==> src/rtl/hpu_pkg.sv <==
// Shared definitions for the HPU job sequencer and its helpers.
//   hpu_state_e : job sequencer state encoding
//   ITEM_W_DEF  : default item counter width
//   TIMEOUT_DEF : default watchdog idle limit (0 disables)
//   JOB_CNT_W   : completed-job counter width
package hpu_pkg;

  typedef enum logic [2:0] {
    StIdle = 3'd0,
    StLoad = 3'd1,
    StArm  = 3'd2,
    StRun  = 3'd3,
    StDone = 3'd4
  } hpu_state_e;

  localparam int unsigned ITEM_W_DEF  = 16;
  localparam int unsigned TIMEOUT_DEF = 1048576;
  localparam int unsigned JOB_CNT_W   = 32;

endpackage

==> src/rtl/hpu_wdt.sv <==
// Saturating idle watchdog.
//   clk, rst_n : clock, asynchronous active-low reset
//   en         : phase is being watched; counter is held at 0 while low
//   clr        : a qualifying beat occurred this cycle; restarts the count
//   expired    : this cycle is the TIMEOUT-th consecutive idle cycle
// TIMEOUT = 0 disables the watchdog (expired never asserts).
module hpu_wdt #(
  parameter int unsigned TIMEOUT = 1048576
) (
  input  logic clk,
  input  logic rst_n,
  input  logic en,
  input  logic clr,
  output logic expired
);

  localparam int unsigned CNT_W = (TIMEOUT > 1) ? $clog2(TIMEOUT + 1) : 1;
  localparam logic [CNT_W-1:0] T_MAX = CNT_W'(TIMEOUT);
  localparam logic [CNT_W-1:0] T_LIM = CNT_W'((TIMEOUT > 0) ? TIMEOUT - 1 : 0);

  logic [CNT_W-1:0] cnt_q, cnt_d;

  always_comb begin
    cnt_d = cnt_q;
    if (!en || clr || (TIMEOUT == 0)) begin
      cnt_d = '0;
    end else if (cnt_q != T_MAX) begin
      cnt_d = cnt_q + 1'b1;
    end
  end

  // Flags the idle cycle that would bring the count to TIMEOUT, so the owner
  // leaves the phase on that same edge.
  assign expired = (TIMEOUT != 0) && en && !clr && (cnt_q >= T_LIM);

  always_ff @(posedge clk or negedge rst_n) begin
    if (!rst_n) begin
      cnt_q <= '0;
    end else begin
      cnt_q <= cnt_d;
    end
  end

endmodule

==> src/rtl/hpu_job_seq.sv <==
// HPU job sequencer: start pulse runs LOAD (item memory write) -> ARM (one
// idle cycle, datapath exe held in reset) -> RUN (until last output beat)
// -> DONE (one cycle), with abort and idle watchdog back to IDLE.
//   AXIS_ACLK, AXIS_ARESETN  : clock, asynchronous active-low reset
//   start, abort             : job start pulse, abort level
//   cfg_item_num, cfg_last   : job config, latched on an accepted start
//   src_beat, dst_last_beat  : accepted input beat, accepted last output beat
//   matw, run, last, mat_a   : datapath controls (all registered)
//   busy, done, done_flag, err_flag, job_cnt : status to the register file
module hpu_job_seq
  import hpu_pkg::*;
#(
  parameter int unsigned ITEM_W  = ITEM_W_DEF,
  parameter int unsigned TIMEOUT = TIMEOUT_DEF
) (
  input  logic                 AXIS_ACLK,
  input  logic                 AXIS_ARESETN,
  input  logic                 start,
  input  logic                 abort,
  input  logic [ITEM_W-1:0]    cfg_item_num,
  input  logic                 cfg_last,
  input  logic                 src_beat,
  input  logic                 dst_last_beat,
  output logic                 matw,
  output logic                 run,
  output logic                 last,
  output logic [ITEM_W-1:0]    mat_a,
  output logic                 busy,
  output logic                 done,
  output logic                 done_flag,
  output logic                 err_flag,
  output logic [JOB_CNT_W-1:0] job_cnt
);

  hpu_state_e state_q, state_d;

  logic [ITEM_W-1:0]    item_num_q, item_num_d;
  logic [ITEM_W-1:0]    mat_a_q, mat_a_d;
  logic                 last_q, last_d;
  logic                 done_flag_q, done_flag_d;
  logic                 err_flag_q, err_flag_d;
  logic [JOB_CNT_W-1:0] job_cnt_q, job_cnt_d;
  logic                 matw_q, run_q, busy_q, done_q;

  logic wdt_en, wdt_clr, wdt_expired;

  assign wdt_en  = (state_q == StLoad) || (state_q == StRun);
  assign wdt_clr = (state_q == StLoad) ? src_beat : (src_beat || dst_last_beat);

  hpu_wdt #(
    .TIMEOUT (TIMEOUT)
  ) u_wdt (
    .clk     (AXIS_ACLK),
    .rst_n   (AXIS_ARESETN),
    .en      (wdt_en),
    .clr     (wdt_clr),
    .expired (wdt_expired)
  );

  always_comb begin
    state_d     = state_q;
    item_num_d  = item_num_q;
    mat_a_d     = mat_a_q;
    last_d      = last_q;
    done_flag_d = done_flag_q;
    err_flag_d  = err_flag_q;
    job_cnt_d   = job_cnt_q;

    unique case (state_q)
      StIdle: begin
        if (start && !abort) begin
          item_num_d  = cfg_item_num;
          last_d      = cfg_last;
          mat_a_d     = '0;
          done_flag_d = 1'b0;
          err_flag_d  = 1'b0;
          state_d     = StLoad;
        end
      end
      StLoad: begin
        if (abort || wdt_expired) begin
          err_flag_d = 1'b1;
          state_d    = StIdle;
        end else if (src_beat) begin
          mat_a_d = mat_a_q + 1'b1;
          if (mat_a_q == item_num_q) begin
            state_d = StArm;
          end
        end
      end
      StArm: begin
        if (abort) begin
          err_flag_d = 1'b1;
          state_d    = StIdle;
        end else begin
          state_d = StRun;
        end
      end
      StRun: begin
        if (abort || wdt_expired) begin
          err_flag_d = 1'b1;
          state_d    = StIdle;
        end else if (dst_last_beat) begin
          done_flag_d = 1'b1;
          job_cnt_d   = job_cnt_q + 1'b1;
          state_d     = StDone;
        end
      end
      StDone: begin
        if (abort) begin
          err_flag_d = 1'b1;
        end
        state_d = StIdle;
      end
      default: state_d = StIdle;
    endcase
  end

  always_ff @(posedge AXIS_ACLK or negedge AXIS_ARESETN) begin
    if (!AXIS_ARESETN) begin
      state_q     <= StIdle;
      item_num_q  <= '0;
      mat_a_q     <= '0;
      last_q      <= 1'b0;
      done_flag_q <= 1'b0;
      err_flag_q  <= 1'b0;
      job_cnt_q   <= '0;
      matw_q      <= 1'b0;
      run_q       <= 1'b0;
      busy_q      <= 1'b0;
      done_q      <= 1'b0;
    end else begin
      state_q     <= state_d;
      item_num_q  <= item_num_d;
      mat_a_q     <= mat_a_d;
      last_q      <= last_d;
      done_flag_q <= done_flag_d;
      err_flag_q  <= err_flag_d;
      job_cnt_q   <= job_cnt_d;
      // Phase strobes are decoded from the next state so they line up with it.
      matw_q      <= (state_d == StLoad);
      run_q       <= (state_d == StRun);
      busy_q      <= (state_d != StIdle);
      done_q      <= (state_d == StDone);
    end
  end

  assign matw      = matw_q;
  assign run       = run_q;
  assign last      = last_q;
  assign mat_a     = mat_a_q;
  assign busy      = busy_q;
  assign done      = done_q;
  assign done_flag = done_flag_q;
  assign err_flag  = err_flag_q;
  assign job_cnt   = job_cnt_q;

endmodule

==> config.mk <==
export PLATFORM = sky130hd
export DESIGN_NAME = hpu_job_seq
export DESIGN_NICKNAME = d
export VERILOG_FILES = /design/src/rtl/hpu_pkg.sv /design/src/rtl/hpu_wdt.sv /design/src/rtl/hpu_job_seq.sv
export SDC_FILE = /design/constraint.sdc
export NUM_CORES = 1
export LEC_CHECK = 0
export BUFFER_PORTS_ARGS = -buffer_cell sky130_fd_sc_hd__buf_2
export CAP_MARGIN = 20
export CORE_ASPECT_RATIO = 1.2
export CORE_MARGIN = 2
export CORE_UTILIZATION = 26
export CTS_CLUSTER_SIZE = 8
export DETAILED_ROUTE_END_ITERATION = 16
export SETUP_SLACK_MARGIN = 0.2
export SLEW_MARGIN = 20
export SYNTH_ARGS = -nofsm -noshare
export SYNTH_HDL_FRONTEND = slang
export SYNTH_SLANG_ARGS = --single-unit
==> constraint.sdc <==
create_clock -name AXIS_ACLK -period 1.9 [get_ports AXIS_ACLK]
set_input_delay 0.095 -clock AXIS_ACLK [delete_from_list [all_inputs] [get_ports AXIS_ACLK]]
set_output_delay 0.095 -clock AXIS_ACLK [all_outputs]
set_load 0.02 [all_outputs]
==> Word level (Yosys, flattened, before mapping) <==
Cells that the tools add are included.
{ "totals": {"in_bits": 23, "out_inout_bits": 55, "ff_bits": 95, "elab_cells": 78} }
{ "classes": {"n_reduce_logical": 23, "bitwise": 1, "magnitude_cmp": 1, "eq_ne": 16, "addsub": 3, "n_mux": 22} }
{ "ops": {"columns": ["operator", "n"], "rows": [
  ["two-way mux 16 bit", 3],
  ["two-way mux 21 bit", 2],
  ["adder 32 x 1 -> 32 bit (second input constant)", 1],
  ["case mux 16 bit (2 select lines)", 1],
  ["adder 21 x 1 -> 21 bit (second input constant)", 1],
  ["greater-or-equal comparator 21 x 20 -> 1 bit (second input constant)", 1],
  ["!= test 21 bit (second input constant)", 1],
  ["two-way mux 3 bit", 6],
  ["adder 16 x 1 -> 16 bit (second input constant)", 1],
  ["equality test 16 bit", 1],
  ["case mux 3 bit (4 select lines)", 1],
  ["AND reduction 4 bit", 3],
  ["!= test 2 bit (second input constant)", 5],
  ["equality test 3 x 2 -> 1 bit (second input constant)", 3],
  ["equality test 3 x 1 -> 1 bit (second input constant)", 2],
  ["equality test 3 bit (second input constant)", 2],
  ["two-way mux 1 bit", 6],
  ["nonzero test 2 bit", 3],
  ["nonzero test 3 bit", 2],
  ["logical OR 1 bit", 4],
  ["!= test 2 x 1 -> 1 bit (second input constant)", 2],
  ["OR reduction 2 bit", 2],
  ["logical AND 1 bit", 3],
  ["logical NOT 1 bit", 3],
  ["other kinds (7)", 7]
]} }

==> Depth between registers and ports, before layout <==
Gate-level depths: netlist (run 1).
{ "logic_depth": {"ltp_word": 9, "depth_mapped": 7, "mapped_depth_nobuf": 7} }

==> By module <==
From an unflattened synthesis (run 1), not the netlist that was laid out.
{ "hier_totals": {"hier_cells": 500, "area_unflattened_um2": 4772.1} }
{ "by_module_without_submodules": {"columns": ["module", "cells_per_inst", "area_each_um2", "n_inst", "seq_area_each_um2"], "rows": [
  ["hpu_job_seq", 374, 3607.2, 1, 1851.8],
  ["hpu_wdt", 126, 1164.9, 1, 525.5]
]} }

==> Worst setup path after synthesis (run 1) <==
Ideal clock, no wire load.
{ "synth_path": {"path_kind": "register -> register", "startpoint": "register job_cnt_q[8], in the netlist job_cnt[8]", "endpoint": "register job_cnt_q[25], in the netlist job_cnt[25]", "setup_time_ns": 0.131, "synth_period_minus_slack_ns": 1.799, "setup_slack_ns": 0.101, "n_path_buf": 0, "arrival_ns": 1.668, "stages_incl_launch_ff": 6, "required_ns": 1.769, "cell_sequence": "dfrtp_1 > and4_4 > nand4_4 > nor4_4 > nand4_1 > xnor2_1"} }
{ "synth_via": {"elab_chain_cells": 1} }
{ "synth_lines": {"columns": ["item", "line_no", "rtl"], "rows": [
  ["start: declaration", "hpu_job_seq.sv:42", "logic [JOB_CNT_W-1:0] job_cnt_q, job_cnt_d;"],
  ["start signal: assignment", "hpu_job_seq.sv:139", "job_cnt_q <= job_cnt_d;"],
  ["adder 32 x 1 -> 32 bit", "hpu_job_seq.sv:105", "job_cnt_d = job_cnt_q + 1'b1;"]
]} }
No other way between the ends.
A chain may end at the register's enable or synchronous reset.

==> Worst setup path after layout (run 1) <==
{ "layout_path": {"startpoint": "register state_q[2]", "endpoint": "register job_cnt_q[27], in the netlist job_cnt[27]"} }
{ "layout_via": {"elab_chain_cells": 8, "elab_cells_between_ends": 10, "classes_between": "eq/ne (2); mux (1); bitwise (1); reduce/logical (6)"} }
{ "layout_lines": {"columns": ["item", "line_no", "rtl"], "rows": [
  ["start: declaration", "hpu_job_seq.sv:35", "hpu_state_e state_q, state_d;"],
  ["start signal: assignment", "hpu_job_seq.sv:121", "state_q <= StIdle;"],
  ["start signal: assignment", "hpu_job_seq.sv:133", "state_q <= state_d;"],
  ["equality test 3 x 1 -> 1 bit", "hpu_job_seq.sv:47, hpu_job_seq.sv:48", null],
  ["two-way mux 1 bit", "hpu_job_seq.sv:48", "assign wdt_clr = (state_q == StLoad) ? src_beat : (src_beat || dst_last_beat);"],
  ["logical NOT 1 bit", "hpu_wdt.sv:34", "assign expired = (TIMEOUT != 0) && en && !clr && (cnt_q >= T_LIM);"],
  ["logical AND 1 bit (2 in a row)", "hpu_wdt.sv:34", null],
  ["logical OR 1 bit", "hpu_job_seq.sv:100", "if (abort || wdt_expired) begin"],
  ["inverter 1 bit (no line)", null, null],
  ["AND reduction 3 bit (no line) *", null, null]
]} }
Every way passes the cells marked *; elsewhere a longest branch is shown, timed or not.

==> results.ini, run 1 <==
[run_status]
outcome=finished clean

[timing]
fmax_mhz=565
clock-skew-final_ps=6.96
grt_setup_unrepaired=yes
setup_violations=0
fin_ws_ps=130
hold_violations=0
tns_ps=0
max_slew_margin_pct=63.9
slew_viol_final=0
period_share_pct=93.2
min_period_ps=1770
tightestPinTransition_ps=542

[placed_design]
portBuffers=77
hpwl_um=8140
globalplace.congestion=0.774
placed_area_um2=5490
post-place-ws_ps=12.9

[clocking]
cts_sinks=95
clk-insertion-delay-late_ps=340
htreeDepth=3
cts_root_buffer=clkbuf_16
numCtsBuffers=9
cts_tree=built
clockBufferDepth=2
path_clk_slew_ps=70

[final_layout]
drive_above_1_share_pct=34.0
multi_input_area_um2=2470
fillCellCount=1759
seq_area_um2=2390
area_growth_pct=39.1
fin_area_um2=6550
fin_nets=642

[grt]
grt_overflow_total=0
grt_pass1_wl_um=19200
grt_pass1_vias=3767
grt_use_total_pct=12.7
antenna_found_initial=4
grt_max_degree=96

[routing]
wl_per_cell_um=14.3
dr.pass1.iters=4
drt-total-wl_um=12100
dr_total_vias=3927
vias_per_cell=4.66
drc=0
ant_nets=0
drt_iter0_drc=234

[synth]
synth_seq_cells=95
syn-num-nets=492
synth_seq_area_share_pct=50.5
synthDistinctLibCells=54
synth-async-reset-ratio_pct=100
synth_flop_cell=dfrtp_1
yosys_warnings=0
synth_area_per_cell_um2=10.1
synthCells=465
synth_edf_count=0
netlist_area_um2=4710

[floorplanning]
start_util_pct=26.7
ios=78
rows=53
die_w_um=127
coreArea_um2=17600
die_area_um2=19200
die_h_um=151

[setup_path]
crit_type=flip-flop to flip-flop
worst_setup_path_start_kind=flip-flop
cp-end-kind=flip-flop
crit_fanout=7
worstPathRequired_ps=2120
worstPathArrival_ps=1990

[pwr]
intPower_mw=3.51
switching_share_pct=24.8
total_leakage_power_nw=3.21
ir_worst_vdd_mv=0.473
p_clk_share_pct=41.9
power_switching_mw=1.16
power-per-cell-area_nw_per_um2=712
p_seq_share_pct=47.5
p_comb_share_pct=10.6

[min_path]
hold_path_class=input port to flip-flop

[flow_run]
maxCapViolCount=0

## cells in the final DEF, fill, tap and decap left out, drive strengths merged, types with 10 or more instances in the layout
cell,netlist,layout
and4,10,10
xnor2,47,47
inv,11,12
clkbuf,8,10
dfrtp,95,95
xor2,23,23
nor2,38,38
nand2,78,78
dlygate4sd3,0,18
nor4,10,10
nor3,11,11
nand4,19,19
a21oi,12,12
o21ai,12,12
nand3,26,26
buf,6,134
and3,10,10
## synthesized netlist by cell type, types with 2 or more instances
cell / number / area share [%]
nor3_1: 8 / 0.85
a21oi_1: 12 / 1.3
dfrtp_1: 95 / 50
clkbuf_1: 8 / 0.64
and2_1: 6 / 0.80
xor2_1: 23 / 4.3
nor3_2: 2 / 0.42
buf_2: 4 / 0.42
xnor2_1: 47 / 8.7
or4_1: 2 / 0.32
nand4_4: 2 / 0.90
o211ai_1: 2 / 0.32
mux2i_1: 2 / 0.42
nor4b_1: 2 / 0.37
nor4_4: 2 / 0.90
nand2_1: 77 / 6.1
nand3_1: 26 / 2.8
and3_1: 10 / 1.3
inv_1: 11 / 0.88
ha_1: 4 / 1.1
or3_1: 6 / 0.80
a211o_1: 2 / 0.37
nor2_1: 38 / 3.0
mux2_2: 2 / 0.48
o21ai_0: 12 / 1.3
nand2b_1: 2 / 0.27
nor4_1: 7 / 0.93
and4_1: 9 / 1.7
nand4_1: 17 / 2.3
## registers in the layout, summed over array words and instances (netlist names)
register	flops
done	1
busy	1
state_q	3
item_num_q	16
job_cnt	32
run	1
last	1
u_wdt.cnt_q	21
mat_a	16
err_flag	1
done_flag	1
matw	1
## logic make-up after synthesis
logic type      count (synthesis)  synth area share (%)
mux                             4                 0.903
compound gates                 38                  5.26
fa+ha+maj                       4                  1.06
buf+inv                        25                  2.34
flops                          95                  50.5
simple gates                  229                  27.0
xor+xnor                       70                  13.0
## worst max-delay path, stage by stage (launching register included)
cell	delay (ps)
dfrtp_2	440
and4bb_2	340
buf_6	100
nand4_1	150
nor4_4	190
buf_6	170
nand4_1	120
xnor2_1	150
## layout make-up
class                   instances  area share [%]
clock inverters                 6            1.43
diodes                          3           0.115
multi-input cells             346            37.7
inverters                      11           0.630
repair buffers                152            16.0
clock buffers                  10            3.49
flip-flops and latches         95            36.5
well taps                     220            4.20
## layer usage
layer | share of wire (%) | wire length, um | GRT usage, % | vias to the layer above
li1 | - | - | - | 1918
met5 | 0 | 0 | 0 | -
met1 | 44 | 5290 | 15.6 | 1933
met4 | 1.3 | 157 | 3.96 | 0
met3 | 5.0 | 602 | 3.90 | 14
met2 | 50 | 6040 | 21.3 | 62
## power by group through the flow
stage | Clock (mW) | Combinational, mW | Sequential (mW)
after detailed placement | 0 | 0.440 | 2.25
after CTS | 2.01 | 0.482 | 2.21
after global routing | 2.09 | 0.560 | 2.23
final | 1.95 | 0.493 | 2.22
after global placement | 0 | 0.435 | 2.25
after floorplan | 0 | 0.229 | 2.25
## final timing paths
check | startpoint | to | slack, ps | cells past startpoint
max | state_q[2]$_DFF_PN0_ | job_cnt[27]$_DFFE_PN0P_ | 130 | 7
min | start | busy$_DFF_PN0_ | 110 | 3
max reg2reg | state_q[2]$_DFF_PN0_ | job_cnt[27]$_DFFE_PN0P_ | 130 | 7
min reg2reg | job_cnt[31]$_DFFE_PN0P_ | job_cnt[31]$_DFFE_PN0P_ | 460 | 1
max in group asynchronous | AXIS_ARESETN | u_wdt.cnt_q[8]$_DFFE_PN0P_ | 1110 | 3
min in group asynchronous | AXIS_ARESETN | item_num_q[7]$_DFFE_PN0P_ | 340 | 3
## what timing repair did
item | CTS | global route
endpoints found under the hold margin | 112 | 0
hold buffers | 18 | 0
cloned | 0 | 1
endpoints found under the setup margin | 23 | 51
pin swaps | 18 | 21
setup buffers | 22 | 15
resized for setup | 17 | 44
## stage by stage
step                      hold slack [ps]  power, mW  cells  util [%]
after detailed placement              204       2.69    768      31.1
final                                 112       4.66    843      37.1
after CTS                            77.5       4.70    824      35.4
after global placement                178       2.68    768      31.1
after floorplan                      -201       2.48    465         -
after global routing                  103       4.88    842      37.1
Power figures use the tool's default switching activity.
==> run 2, diff against run 1 <==
- BUFFER_PORTS_ARGS: -buffer_cell sky130_fd_sc_hd__buf_2 -> unset
- DONT_BUFFER_PORTS: unset -> 1
- clock period: 1.9 -> 1.57 ns (I/O delays scaled with it)
==> run 2 against run 1 <==
Against the previous run:
- clock skew up 4.9 ps
- cell count rose by 0.71%
- utilization up 4.3 points
- largest power group unchanged
- the flow now finishes with violations (hold timing, setup timing)
- global-route usage is 2.2 points higher
- critical endpoint is now mat_a[13]$_DFFE_PN0P_
- setup slack worse by 450 ps
- final area is 12% higher
- count of clock-buffer cells in the layout grew 1
- combinational power rose by 35%
- sequential power up 22%
==> results.ini, run 2 (synthesis gave the netlist of run 1 again) <==
[floorplanning]
rows=53
die_w_um=127
die_h_um=151
start_util_pct=26.7
die_area_um2=19200
coreArea_um2=17600
ios=78

[routing]
drt_iter0_drc=129
wl_per_cell_um=16.8
dr_total_vias=4134
vias_per_cell=4.87
dr.pass1.iters=4
drt-total-wl_um=14300
ant_nets=0
drc=0

[timing]
tns_ps=-4860
slew_viol_final=0
fin_ws_ps=-319
grt_setup_unrepaired=yes
fmax_mhz=529
worst_hold_slack_ps=-592
clock-skew-final_ps=11.9
min_period_ps=1890
setup_violations=62
hold_violations=95
period_share_pct=120
tightestPinTransition_ps=332
max_slew_margin_pct=77.7

[placed_design]
portBuffers=0
hpwl_um=9300
globalplace.congestion=0.840

[clocking]
clockBufferDepth=2
cts_sinks=95
cts_root_buffer=clkbuf_16
htreeDepth=3
path_clk_slew_ps=70
cts_tree=built
clk-insertion-delay-late_ps=360
postCtsHoldBufs=20
numCtsBuffers=9

[grt]
grt_use_total_pct=14.9
grt_pass1_vias=4389
grt_max_degree=96
grt_overflow_total=0
antenna_found_initial=0
grt_pass1_wl_um=22400

[setup_path]
r2r.worst_path.cells=6
crit_fanout=4
worstPathRequired_ps=1850
cp-end-kind=flip-flop
reg2reg_setup_slack_ps=-320
r2r_end=mat_a[13]$_DFFE_PN0P_
worstPathArrival_ps=2170
r2r_start=state_q[2]$_DFF_PN0_
crit_type=flip-flop to flip-flop
worst_setup_path_start_kind=flip-flop

[run_status]
outcome=finished with violations
violations=hold timing, setup timing

[final_layout]
largest_register_ffs=32
final_common_cell=buf_4
drive_above_1_share_pct=44.8
insertedDiodeCount=0
final_cell_mix=buf_4 (113), dfrtp_1 (87), nand2_1 (47), xnor2_1 (41), nor2_1 (28)
area_growth_pct=55.2
fin_nets=651

[pwr]
power-per-cell-area_nw_per_um2=767
ir_worst_vdd_mv=0.475
total_leakage_power_nw=3.49

[min_path]
hold_path_class=input port to async pin

[flow_run]
maxCapViolCount=0

==> run 2: cell types whose count changed in the layout (fill, tap and decap cells not counted), sizes merged <==
cell         previous run  this run
diode                   3         0
clkinvlp                1         2
clkinv                  2         1
bufinv                  2         1
dlygate4sd3            18        20
buf                   134       141
clkbuf                 10        11
==> run 2: layout make-up <==
type                    count  area, um^2
well taps                 220         275
clock inverters             5        58.8
flip-flops and latches     95        2390
clock buffers              11         233
inverters                  11        46.3
fillers                  1683       10300
repair buffers            161        1440
multi-input cells         346        2870
==> run 2: power breakdown <==
part	switching (mW)	internal, mW
Sequential	0.141	2.57
Clock	0.991	1.24
Combinational	0.317	0.349
==> run 2: layer usage <==
metal / part of all wire (%) / track usage, %
met4: 2.6 / 6.65
met5: 0 / 0
met2: 53 / 26.6
met1: 40 / 16.8
met3: 4.8 / 3.86
==> run 2: what timing repair did <==
action / CTS / global route
buffers inserted: 21 / 10
cloned: 4 / 0
hold endpoints to repair: 114 / 95
gates resized for setup: 94 / 62
setup endpoints to repair: 92 / 93
pin swaps: 46 / 54
==> run 2: worst max-delay path by stage <==
stage | from | endpoint | slack, ps | cells after the start
2_1_floorplan | state_q[2]$_DFF_PN0_ | job_cnt[25]$_DFFE_PN0P_ | -180 | 5
3_3_place_gp | state_q[2]$_DFF_PN0_ | job_cnt[31]$_DFFE_PN0P_ | -160 | 6
3_5_place_dp | state_q[2]$_DFF_PN0_ | state_q[1]$_DFF_PN0_ | -260 | 6
4_1_cts | state_q[2]$_DFF_PN0_ | job_cnt[22]$_DFFE_PN0P_ | -180 | 6
5_1_grt | state_q[2]$_DFF_PN0_ | mat_a[13]$_DFFE_PN0P_ | -360 | 6
6_report | state_q[2]$_DFF_PN0_ | mat_a[13]$_DFFE_PN0P_ | -320 | 6
==> run 2: metrics by stage <==
stage                     util (%)  area, um^2  cells  total power, mW  setup WS (ps)
after floorplan                  -        4840    465             3.01           -180
after global placement        33.0        5830    778             3.17           -164
after detailed placement      33.0        5830    778             3.19           -256
after global routing          41.4        7310    849             5.85           -364
final                         41.4        7310    849             5.60           -319
after CTS                     39.6        6980    839             5.61           -177
==> run 2: worst max-delay path: stages (launching register included) <==
cell     delay, ps
dfrtp_1        400
buf_6          140
nor3_4         250
and4b_2        320
nand3_2        110
or4_4          460
a21oi_2        150
